--- src/rtl/mult_div_control_unit_if.sv ---
// Handshake and datapath-control bundle between the execute stage, the
// multiply/divide control unit and the MultDivUnitDP datapath.
interface mult_div_control_unit_if #(
  parameter int opCode_width = 3
);
  // Request side (execute stage / datapath status flags)
  logic                    start;
  logic [opCode_width-1:0] opCode;
  logic                    flush;
  logic                    res_ready;
  logic                    div_by_zero;
  logic                    overflow_div;
  logic                    rem_neg;

  // Status back to the pipeline
  logic                    busy;
  logic                    done;
  logic                    err_div_zero;
  logic                    err_ovf;
  logic [opCode_width-1:0] op_latched;

  // Datapath controls
  logic                    previousDataRegn_en;
  logic                    ad_en;
  logic                    divisor_lShift;
  logic                    notAd_en;
  logic [1:0]              sumH_sel;
  logic                    sumH_en;
  logic                    rev_en;

  // Issuer view: drives request and flags, observes status and controls
  modport master (
    output start, opCode, flush, res_ready, div_by_zero, overflow_div, rem_neg,
    input  busy, done, err_div_zero, err_ovf, op_latched,
    input  previousDataRegn_en, ad_en, divisor_lShift, notAd_en,
    input  sumH_sel, sumH_en, rev_en
  );

  // Control unit view
  modport slave (
    input  start, opCode, flush, res_ready, div_by_zero, overflow_div, rem_neg,
    output busy, done, err_div_zero, err_ovf, op_latched,
    output previousDataRegn_en, ad_en, divisor_lShift, notAd_en,
    output sumH_sel, sumH_en, rev_en
  );
endinterface

--- src/rtl/mult_div_control_unit.sv ---
// Sequencer for the iterative multiply/divide datapath. Accepts one operation
// per start/done handshake, short-circuits divide-by-zero, divide overflow and
// repeated operands, and otherwise walks LOAD/ALIGN/NEG/ITER/CORR/DONE.
// opCode bit 2 selects division; op widths below 3 bits are not supported.
module mult_div_control_unit #(
  parameter int parallelism  = 32,
  parameter int opCode_width = 3
) (
  input  logic                    clk,
  input  logic                    rst_n,
  mult_div_control_unit_if.slave  bus
);

  localparam int               CNT_W    = (parallelism > 1) ? $clog2(parallelism) : 1;
  localparam logic [CNT_W-1:0] CNT_LOAD = CNT_W'(parallelism - 1);

  typedef enum logic [2:0] {
    S_IDLE  = 3'd0,
    S_LOAD  = 3'd1,
    S_ALIGN = 3'd2,
    S_NEG   = 3'd3,
    S_ITER  = 3'd4,
    S_CORR  = 3'd5,
    S_DONE  = 3'd6
  } state_t;

  state_t                  state_q, state_d;
  logic [CNT_W-1:0]        cnt_q, cnt_d;
  logic                    prev_valid_q, prev_valid_d;
  logic [opCode_width-1:0] op_q, op_d;
  logic                    err_div_zero_q, err_div_zero_d;
  logic                    err_ovf_q, err_ovf_d;

  logic start_is_div;
  logic op_is_div;

  // Moore output decode, gathered locally before driving the interface
  logic       busy_c;
  logic       done_c;
  logic       prev_en_c;
  logic       ad_en_c;
  logic       lshift_c;
  logic       not_ad_en_c;
  logic [1:0] sum_h_sel_c;
  logic       sum_h_en_c;
  logic       rev_en_c;

  // The incoming opcode decides the early-exit checks; the latched one steers the sequence
  assign start_is_div = bus.opCode[2];
  assign op_is_div    = op_q[2];

  // State and bookkeeping registers; reset abandons any operation at once
  always_ff @(posedge clk or negedge rst_n) begin
    if (!rst_n) begin
      state_q        <= S_IDLE;
      cnt_q          <= '0;
      prev_valid_q   <= 1'b0;
      op_q           <= '0;
      err_div_zero_q <= 1'b0;
      err_ovf_q      <= 1'b0;
    end else begin
      state_q        <= state_d;
      cnt_q          <= cnt_d;
      prev_valid_q   <= prev_valid_d;
      op_q           <= op_d;
      err_div_zero_q <= err_div_zero_d;
      err_ovf_q      <= err_ovf_d;
    end
  end

  // Next-state logic; flush overrides everything but leaves error flags alone
  always_comb begin
    state_d        = state_q;
    cnt_d          = cnt_q;
    prev_valid_d   = prev_valid_q;
    op_d           = op_q;
    err_div_zero_d = err_div_zero_q;
    err_ovf_d      = err_ovf_q;

    if (bus.flush) begin
      state_d      = S_IDLE;
      cnt_d        = '0;
      prev_valid_d = 1'b0;
    end else begin
      unique case (state_q)
        S_IDLE: begin
          if (bus.start) begin
            op_d           = bus.opCode;
            err_div_zero_d = 1'b0;
            err_ovf_d      = 1'b0;
            if (start_is_div && bus.div_by_zero) begin
              err_div_zero_d = 1'b1;
              state_d        = S_DONE;
            end else if (start_is_div && bus.overflow_div) begin
              err_ovf_d = 1'b1;
              state_d   = S_DONE;
            end else if (bus.res_ready && prev_valid_q) begin
              // Datapath already holds this exact result
              state_d = S_DONE;
            end else begin
              state_d = S_LOAD;
            end
          end
        end
        S_LOAD: begin
          state_d = op_is_div ? S_ALIGN : S_NEG;
        end
        S_ALIGN: begin
          state_d = S_NEG;
        end
        S_NEG: begin
          cnt_d   = CNT_LOAD;
          state_d = S_ITER;
        end
        S_ITER: begin
          // Leaving at zero means the counter never wraps
          if (cnt_q == '0) begin
            state_d = op_is_div ? S_CORR : S_DONE;
          end else begin
            cnt_d = cnt_q - 1'b1;
          end
        end
        S_CORR: begin
          state_d = S_DONE;
        end
        S_DONE: begin
          // Error completions touch no datapath register, so the old result survives
          if (!err_div_zero_q && !err_ovf_q) begin
            prev_valid_d = 1'b1;
          end
          state_d = S_IDLE;
        end
        default: begin
          state_d = S_IDLE;
        end
      endcase
    end
  end

  // Datapath controls and status decoded purely from the current state
  always_comb begin
    busy_c      = (state_q != S_IDLE);
    done_c      = 1'b0;
    prev_en_c   = 1'b0;
    ad_en_c     = 1'b0;
    lshift_c    = 1'b0;
    not_ad_en_c = 1'b0;
    sum_h_sel_c = 2'b00;
    sum_h_en_c  = 1'b0;
    rev_en_c    = 1'b0;
    unique case (state_q)
      S_LOAD: begin
        ad_en_c     = 1'b1;
        sum_h_en_c  = 1'b1;
        prev_en_c   = 1'b1;
        sum_h_sel_c = 2'b00;
      end
      S_ALIGN: begin
        lshift_c = 1'b1;
        ad_en_c  = 1'b1;
      end
      S_NEG: begin
        not_ad_en_c = 1'b1;
      end
      S_ITER: begin
        sum_h_en_c  = 1'b1;
        sum_h_sel_c = 2'b01;
      end
      S_CORR: begin
        sum_h_en_c  = 1'b1;
        sum_h_sel_c = 2'b10;
        rev_en_c    = bus.rem_neg;
      end
      S_DONE: begin
        done_c = 1'b1;
      end
      default: begin
        done_c = 1'b0;
      end
    endcase
  end

  assign bus.busy                = busy_c;
  assign bus.done                = done_c;
  assign bus.err_div_zero        = err_div_zero_q;
  assign bus.err_ovf             = err_ovf_q;
  assign bus.op_latched          = op_q;
  assign bus.previousDataRegn_en = prev_en_c;
  assign bus.ad_en               = ad_en_c;
  assign bus.divisor_lShift      = lshift_c;
  assign bus.notAd_en            = not_ad_en_c;
  assign bus.sumH_sel            = sum_h_sel_c;
  assign bus.sumH_en             = sum_h_en_c;
  assign bus.rev_en              = rev_en_c;

endmodule
--- src/flat_wrapper.sv ---
// flat-port wrapper written by rule: the top's interface ports become plain ports
module mult_div_control_unit_flat 
#(
  parameter int parallelism  = 32,
  parameter int opCode_width = 3
)
  (clk, rst_n, bus_start, bus_opCode, bus_flush, bus_res_ready, bus_div_by_zero, bus_overflow_div, bus_rem_neg, bus_busy, bus_done, bus_err_div_zero, bus_err_ovf, bus_op_latched, bus_previousDataRegn_en, bus_ad_en, bus_divisor_lShift, bus_notAd_en, bus_sumH_sel, bus_sumH_en, bus_rev_en);
  mult_div_control_unit_if #(.opCode_width(opCode_width)) bus_i ();
  input  logic clk;
  input  logic rst_n;
  input wire logic [$bits(bus_i.start)-1:0] bus_start;
  input wire logic [$bits(bus_i.opCode)-1:0] bus_opCode;
  input wire logic [$bits(bus_i.flush)-1:0] bus_flush;
  input wire logic [$bits(bus_i.res_ready)-1:0] bus_res_ready;
  input wire logic [$bits(bus_i.div_by_zero)-1:0] bus_div_by_zero;
  input wire logic [$bits(bus_i.overflow_div)-1:0] bus_overflow_div;
  input wire logic [$bits(bus_i.rem_neg)-1:0] bus_rem_neg;
  output wire logic [$bits(bus_i.busy)-1:0] bus_busy;
  output wire logic [$bits(bus_i.done)-1:0] bus_done;
  output wire logic [$bits(bus_i.err_div_zero)-1:0] bus_err_div_zero;
  output wire logic [$bits(bus_i.err_ovf)-1:0] bus_err_ovf;
  output wire logic [$bits(bus_i.op_latched)-1:0] bus_op_latched;
  output wire logic [$bits(bus_i.previousDataRegn_en)-1:0] bus_previousDataRegn_en;
  output wire logic [$bits(bus_i.ad_en)-1:0] bus_ad_en;
  output wire logic [$bits(bus_i.divisor_lShift)-1:0] bus_divisor_lShift;
  output wire logic [$bits(bus_i.notAd_en)-1:0] bus_notAd_en;
  output wire logic [$bits(bus_i.sumH_sel)-1:0] bus_sumH_sel;
  output wire logic [$bits(bus_i.sumH_en)-1:0] bus_sumH_en;
  output wire logic [$bits(bus_i.rev_en)-1:0] bus_rev_en;
  assign bus_i.start = bus_start;
  assign bus_i.opCode = bus_opCode;
  assign bus_i.flush = bus_flush;
  assign bus_i.res_ready = bus_res_ready;
  assign bus_i.div_by_zero = bus_div_by_zero;
  assign bus_i.overflow_div = bus_overflow_div;
  assign bus_i.rem_neg = bus_rem_neg;
  assign bus_busy = bus_i.busy;
  assign bus_done = bus_i.done;
  assign bus_err_div_zero = bus_i.err_div_zero;
  assign bus_err_ovf = bus_i.err_ovf;
  assign bus_op_latched = bus_i.op_latched;
  assign bus_previousDataRegn_en = bus_i.previousDataRegn_en;
  assign bus_ad_en = bus_i.ad_en;
  assign bus_divisor_lShift = bus_i.divisor_lShift;
  assign bus_notAd_en = bus_i.notAd_en;
  assign bus_sumH_sel = bus_i.sumH_sel;
  assign bus_sumH_en = bus_i.sumH_en;
  assign bus_rev_en = bus_i.rev_en;
  mult_div_control_unit #(.parallelism(parallelism), .opCode_width(opCode_width)) u_core (.clk(clk), .rst_n(rst_n), .bus(bus_i));
endmodule
--- config.mk ---
export PLATFORM = sky130hd
export DESIGN_NAME = mult_div_control_unit_flat
export DESIGN_NICKNAME = d
export VERILOG_FILES = /design/src/rtl/mult_div_control_unit_if.sv /design/src/rtl/mult_div_control_unit.sv /design/src/flat_wrapper.sv
export SDC_FILE = /design/constraint.sdc
export NUM_CORES = 1
export LEC_CHECK = 0
export ABC_AREA = 1
export CORE_MARGIN = 1.5
export CORE_UTILIZATION = 40
export CTS_CLUSTER_DIAMETER = 80
export CTS_CLUSTER_SIZE = 14
export DETAILED_ROUTE_END_ITERATION = 7
export GPL_TIMING_DRIVEN = 1
export HOLD_SLACK_MARGIN = 0.05
export PLACE_DENSITY = 0.66
export SETUP_SLACK_MARGIN = 0.2
export SLEW_MARGIN = 25
export SYNTH_ARGS = -nofsm -noshare
export SYNTH_HDL_FRONTEND = slang
export SYNTH_SLANG_ARGS = --single-unit
--- constraint.sdc ---
create_clock -name clk -period 1.4 [get_ports clk]
set_input_delay 0.21 -clock clk [delete_from_list [all_inputs] [get_ports clk]]
set_output_delay 0.21 -clock clk [all_outputs]
set_load 0.005 [all_outputs]
# After elaboration in Yosys (flattened, before gate mapping)
# Cells that the tools add are included.
[op_classes] addsub=1 n_mul=0 div=0 order_cmp=0 eq_ne=9 shifts=0 n_mux=26 bitwise=1 n_reduce_logical=18
[op_table] op="$mux 3" count=6
[op_table] op="$pmux 3 s6" count=1
[op_table] op="$mux 1" count=14
[op_table] op="$mux 5" count=2
[op_table] op="$pmux 5 s2" count=1
[op_table] op="$eq 3x3->1 const B" count=3
[op_table] op="$eq 3x2->1 const B" count=2
[op_table] op="$ne 3x3->1 const B" count=2
[op_table] op="$reduce_and 2->1" count=3
[op_table] op="$reduce_bool 3->1" count=2
[op_table] op="$logic_not 5->1" count=1
[op_table] op="$sub 5x1->5 const B" count=1
[op_table] op="$logic_and 1x1->1" count=4
[op_table] op="$pmux 2 s2" count=1
[op_table] op="$reduce_bool 2->1" count=2
[op_table] op="$eq 3x1->1 const B" count=1
[op_table] op="$logic_not 3->1" count=1
[op_table] op="$ne 3x2->1 const B" count=1
[op_table] op="$reduce_and 3->1" count=1
[op_table] op="$reduce_or 3->1" count=1
[op_table] op="$logic_not 1->1" count=2
[op_table] op="$mux 2" count=1
[op_table] op="$reduce_or 2->1" count=1
[op_table] op="$not 1->1" count=1
[totals] reg_bits=14 latchBits=0 ramBits=0 rom_bits=0 input_bits=11 output_inout_bits=15 word_cells=61 memories=0

# Longest topological paths before layout
# Gate-level depths: netlist (run 1).
[depth] depth_word=7 mapped_depth=8 depth_no_buf=8

# Worst setup path after synthesis (run 1)
# Ideal clock, no wire load.
[synth_timing] path_kind="register to register" start="register u_core.cnt_q[0]" end="register u_core.state_q[2]" setup_time_ns=0.124 arrival_ns=1.075 t_required_ns=1.276 setup_slack_ns=0.202 path_stages_with_launch=7 n_path_buf=0 cell_sequence="dfrtp_1 inv_1 ha_1 nand3b_1 nand2_1 inv_1 o21bai_1"
[synth_between] elab_chain_len=3
[synth_rtl] item="start, declared" line="mult_div_control_unit.sv:28" text="logic [CNT_W-1:0] cnt_q, cnt_d;"
[synth_rtl] item="start signal, assigned" line="mult_div_control_unit.sv:63" text="cnt_q <= cnt_d;"
[synth_rtl] item="$logic_not 5->1" line="mult_div_control_unit.sv:117" text="if (cnt_q == '0) begin"
[synth_rtl] item="$ne 3x2->1 (no source line)"
[synth_rtl] item="$reduce_and 2->1 (no source line)"
[synth_rtl] item="end signal, assigned" line="mult_div_control_unit.sv:62" text="state_q <= state_d;"
[synth_rtl] item="end, declared" line="mult_div_control_unit.sv:27" text="state_t state_q, state_d;"
# No other way between the ends.
# A chain may end at the register's enable or synchronous reset.

# Worst setup path after layout (run 1)
[layout_timing] start="register u_core.state_q[2]" end="register u_core.op_q[2] (netlist: u_core.bus.op_latched[2])"
[layout_between] elab_chain_len=2
[layout_rtl] item="$logic_not 3->1" line="mult_div_control_unit.sv:85" text="unique case (state_q)"
[layout_rtl] item="$reduce_and 3->1 (no source line)"
[layout_rtl] item="end signal, assigned" line="mult_div_control_unit.sv:65" text="op_q <= op_d;"
[layout_rtl] item="end, declared" line="mult_div_control_unit.sv:30" text="logic [opCode_width-1:0] op_q, op_d;"
# No other way between the ends.

==> flow_metrics.tcl, run 1 <==
set metrics [dict create \
    outcome "complete, but fails checks" \
    violations "negative setup slack" \
    synth_top_area_share_pct 39.7 \
    ctsLongestPathBuffers 2 \
    final_max_slew_viol_count 0 \
    io_pins 26 \
    vias 1186 \
    initial_utilization_pct 43.6 \
    htree_levels 1 \
    relSlewSlack_pct 81.5 \
    grt_max_degree 15 \
    wire_per_inst_um 16.2 \
    clockRootBuffer "clkbuf_4" \
    dp_slack_ps -172 \
    num_rows 16 \
    worstPathRequired_ps 1610 \
    post-route-drc-count 0 \
    io_buffers 25 \
    internal-power_mw 2.18 \
    fin_skew_ps 7.23 \
    power_frac_seq_pct 19.6 \
    syn-num-nets 135 \
    finalPower_mw 3.83 \
    syn_avg_cell_area_um2 7.17 \
    cts_buffers 3 \
    ir_worst_vdd_mv 1.41 \
    synth_seq_cells 14 \
    worst_pin_slew_ps 276 \
    synth_common_cells "35 x nand2_1, 17 x inv_1, 14 x dfrtp_1" \
    diodes 0 \
    netlist_area_um2 882 \
    totalWireLength_um 3570 \
    synth_top_area_cell "dfrtp_1" \
    fill_cells 101 \
    viasPerCell 5.39 \
    clkLatencyLatePin_ps 290 \
    die-area_um2 2500 \
    fp.dieH_um 50.0 \
    setup_ws_ps -147 \
    max_cap_violations 0 \
    grt_pass1_vias 1043 \
    crit_type "reg -> reg" \
    die_w_um 50.0 \
    end_kind "flip-flop" \
    synth_area_leaders "dfrtp_1 40%, nand2_1 15%, nand3_1 7.4%" \
    ys_seq_area_share_pct 39.7 \
    pwr-share-clk_pct 7.8 \
    min_period_ps 1550 \
    path_clk_slew_ps 90 \
    gp_congestion 0.843 \
    coreArea_um2 2020 \
    drt_iter0_markers 68 \
    area_delta_synth_final_pct 97.9 \
    antenna_found_initial 0 \
    synth_cells 123 \
    synth_ff_type "dfrtp_1" \
    dr.pass1.iters 4 \
    p_sw_mw 1.65 \
    min_period_over_period_pct 111 \
    max_freq_ghz 0.646 \
    grt_usage_pct 24.6 \
    p_leak_nw 0.889 \
    grt_pass1_wl_um 4650 \
    synth_edf_count 0 \
    setup_viol 22 \
    ys_async_sr_fraction_pct 100 \
    start_kind "flip-flop" \
    clkSinkCount 14 \
    holdBufCountCts 0 \
    hold_class "in -> async" \
    drive_gt1_share_pct 54.9 \
    power.share.switching_pct 43.1 \
    cp_data_arrival_time_ps 1760 \
    synth_most_common_cell "nand2_1" \
    yosysUniqueCellTypes 24 \
    rsz0062_at_grt "yes" \
    ant_nets 0 \
    grt-ovfl-total 0 \
    cts_tree "built" \
    layout.nets 206 \
    combinationalPowerShare_pct 72.6 \
    cp_max_fo 5 \
    yosysWarnings 0 \
    p_per_area_nw_per_um2 2190 \
    finalHoldViolCount 0 \
    dp_hpwl_um 1610 \
]
routing by layer:
metal,wire [µm],global-route usage (%),part of all wire (%),up-vias
li1,-,-,-,528
met1,1360,29.2,38,551
met2,1770,43.6,50,80
met3,251,3.64,7.0,27
met4,192,11.1,5.4,0
met5,0,0,0,-
through the flow:
stage               hold WS, ps  setup TNS [ps]  cells  area [µm²]  utilization, %
floorplan                 -85.6               0    123         882               -
finish                      216           -1520    220        1750            86.3
global route                228           -2400    220        1750            86.3
CTS                         228            -921    218        1620            80.3
detailed placement          491            -998    193        1300            64.2
global placement            482            -899    193        1300            64.2
cell usage in the layout (no fill, tap or decap), drive strengths merged:
master         instances
buf                   52
nand2                 39
inv                   20
nor2                  16
dfrtp                 14
nand3                 13
clkdlybuf4s50         10
o21ai                  8
dlygate4sd2            4
clkbuf                 4
nor3                   2
nand3b                 2
a21oi                  2
nor3b                  1
nand4                  1
o21bai                 1
o211ai                 1
or2                    1
ha                     1
dlymetal6s2s           1
timing repair:
item / in CTS / in global routing
pin swaps: 25 / 18
cloned: 1 / 0
gates resized for setup: 96 / 32
setup endpoints to repair: 28 / 25
buffers inserted: 20 / 2
sequential cells by signal (all words and copies together), names as in the netlist:
name / flops
u_core.bus.err_ovf: 1
u_core.state_q: 3
u_core.bus.err_div_zero: 1
u_core.bus.op_latched: 3
u_core.cnt_q: 5
u_core.prev_valid_q: 1
worst paths after layout:
path,cells past startpoint,end,slack [ps],startpoint
setup / recovery,9,u_core.bus.op_latched[2],-150,u_core.state_q[2]
hold / removal,2,u_core.bus.err_div_zero,220,rst_n
setup reg to reg,9,u_core.bus.op_latched[2],-150,u_core.state_q[2]
hold reg to reg,2,u_core.bus.op_latched[0],520,u_core.bus.op_latched[0]
max in group asynchronous,2,u_core.state_q[2],990,rst_n
min in group clk,3,u_core.bus.op_latched[1],470,bus_opCode[1]
power by group through the flow:
stage                     Sequential, mW  Clock, mW  Combinational, mW
after global placement             0.706          0               1.59
after global routing               0.760      0.320               2.94
after CTS                          0.711      0.301               2.31
after floorplan                    0.699          0              0.801
final                              0.749      0.300               2.78
after detailed placement           0.713          0               1.61
cell families (layout without fill, tap and decap cells):
logic type / after synthesis / count (layout) / share of synthesized area [%]
buffers and inverters: 21 / 91 / 10.1
and+or+nand+nor: 75 / 75 / 41.4
AOI/OAI and AO/OA: 12 / 12 / 7.38
DFF: 14 / 14 / 39.7
adders and majority gates: 1 / 1 / 1.42
cell type report:
class	count	area (µm²)	share of cell area, %
clock buffer	4	36.3	2.08
tap	27	33.8	1.94
multi-input combinational	88	607	34.8
sequential	14	354	20.3
timing repair buffer	67	624	35.8
inverter	20	90.1	5.16
critical path, cell delays in order (launching register included):
cell and delay [ps]:
dfrtp_2 450, buf_6 130, buf_6 120, nor2_4 90
nand2_2 90, buf_6 130, nor3_4 160, buf_6 160
nand2_2 50, o21ai_1 100
Power figures use the tool's default switching activity.
==> run 2, diff against run 1 <==
- SLEW_MARGIN: 25 -> 10
==> results of run 2 <==
No change in the layout: final DEF, timing and power equal those of run 1.
==> run 3, diff against run 2 <==
- SLEW_MARGIN: 10 -> 30
- TNS_END_PERCENT: not set -> 100
==> results of run 3 <==
No change in the layout: final DEF, timing and power equal those of run 1.
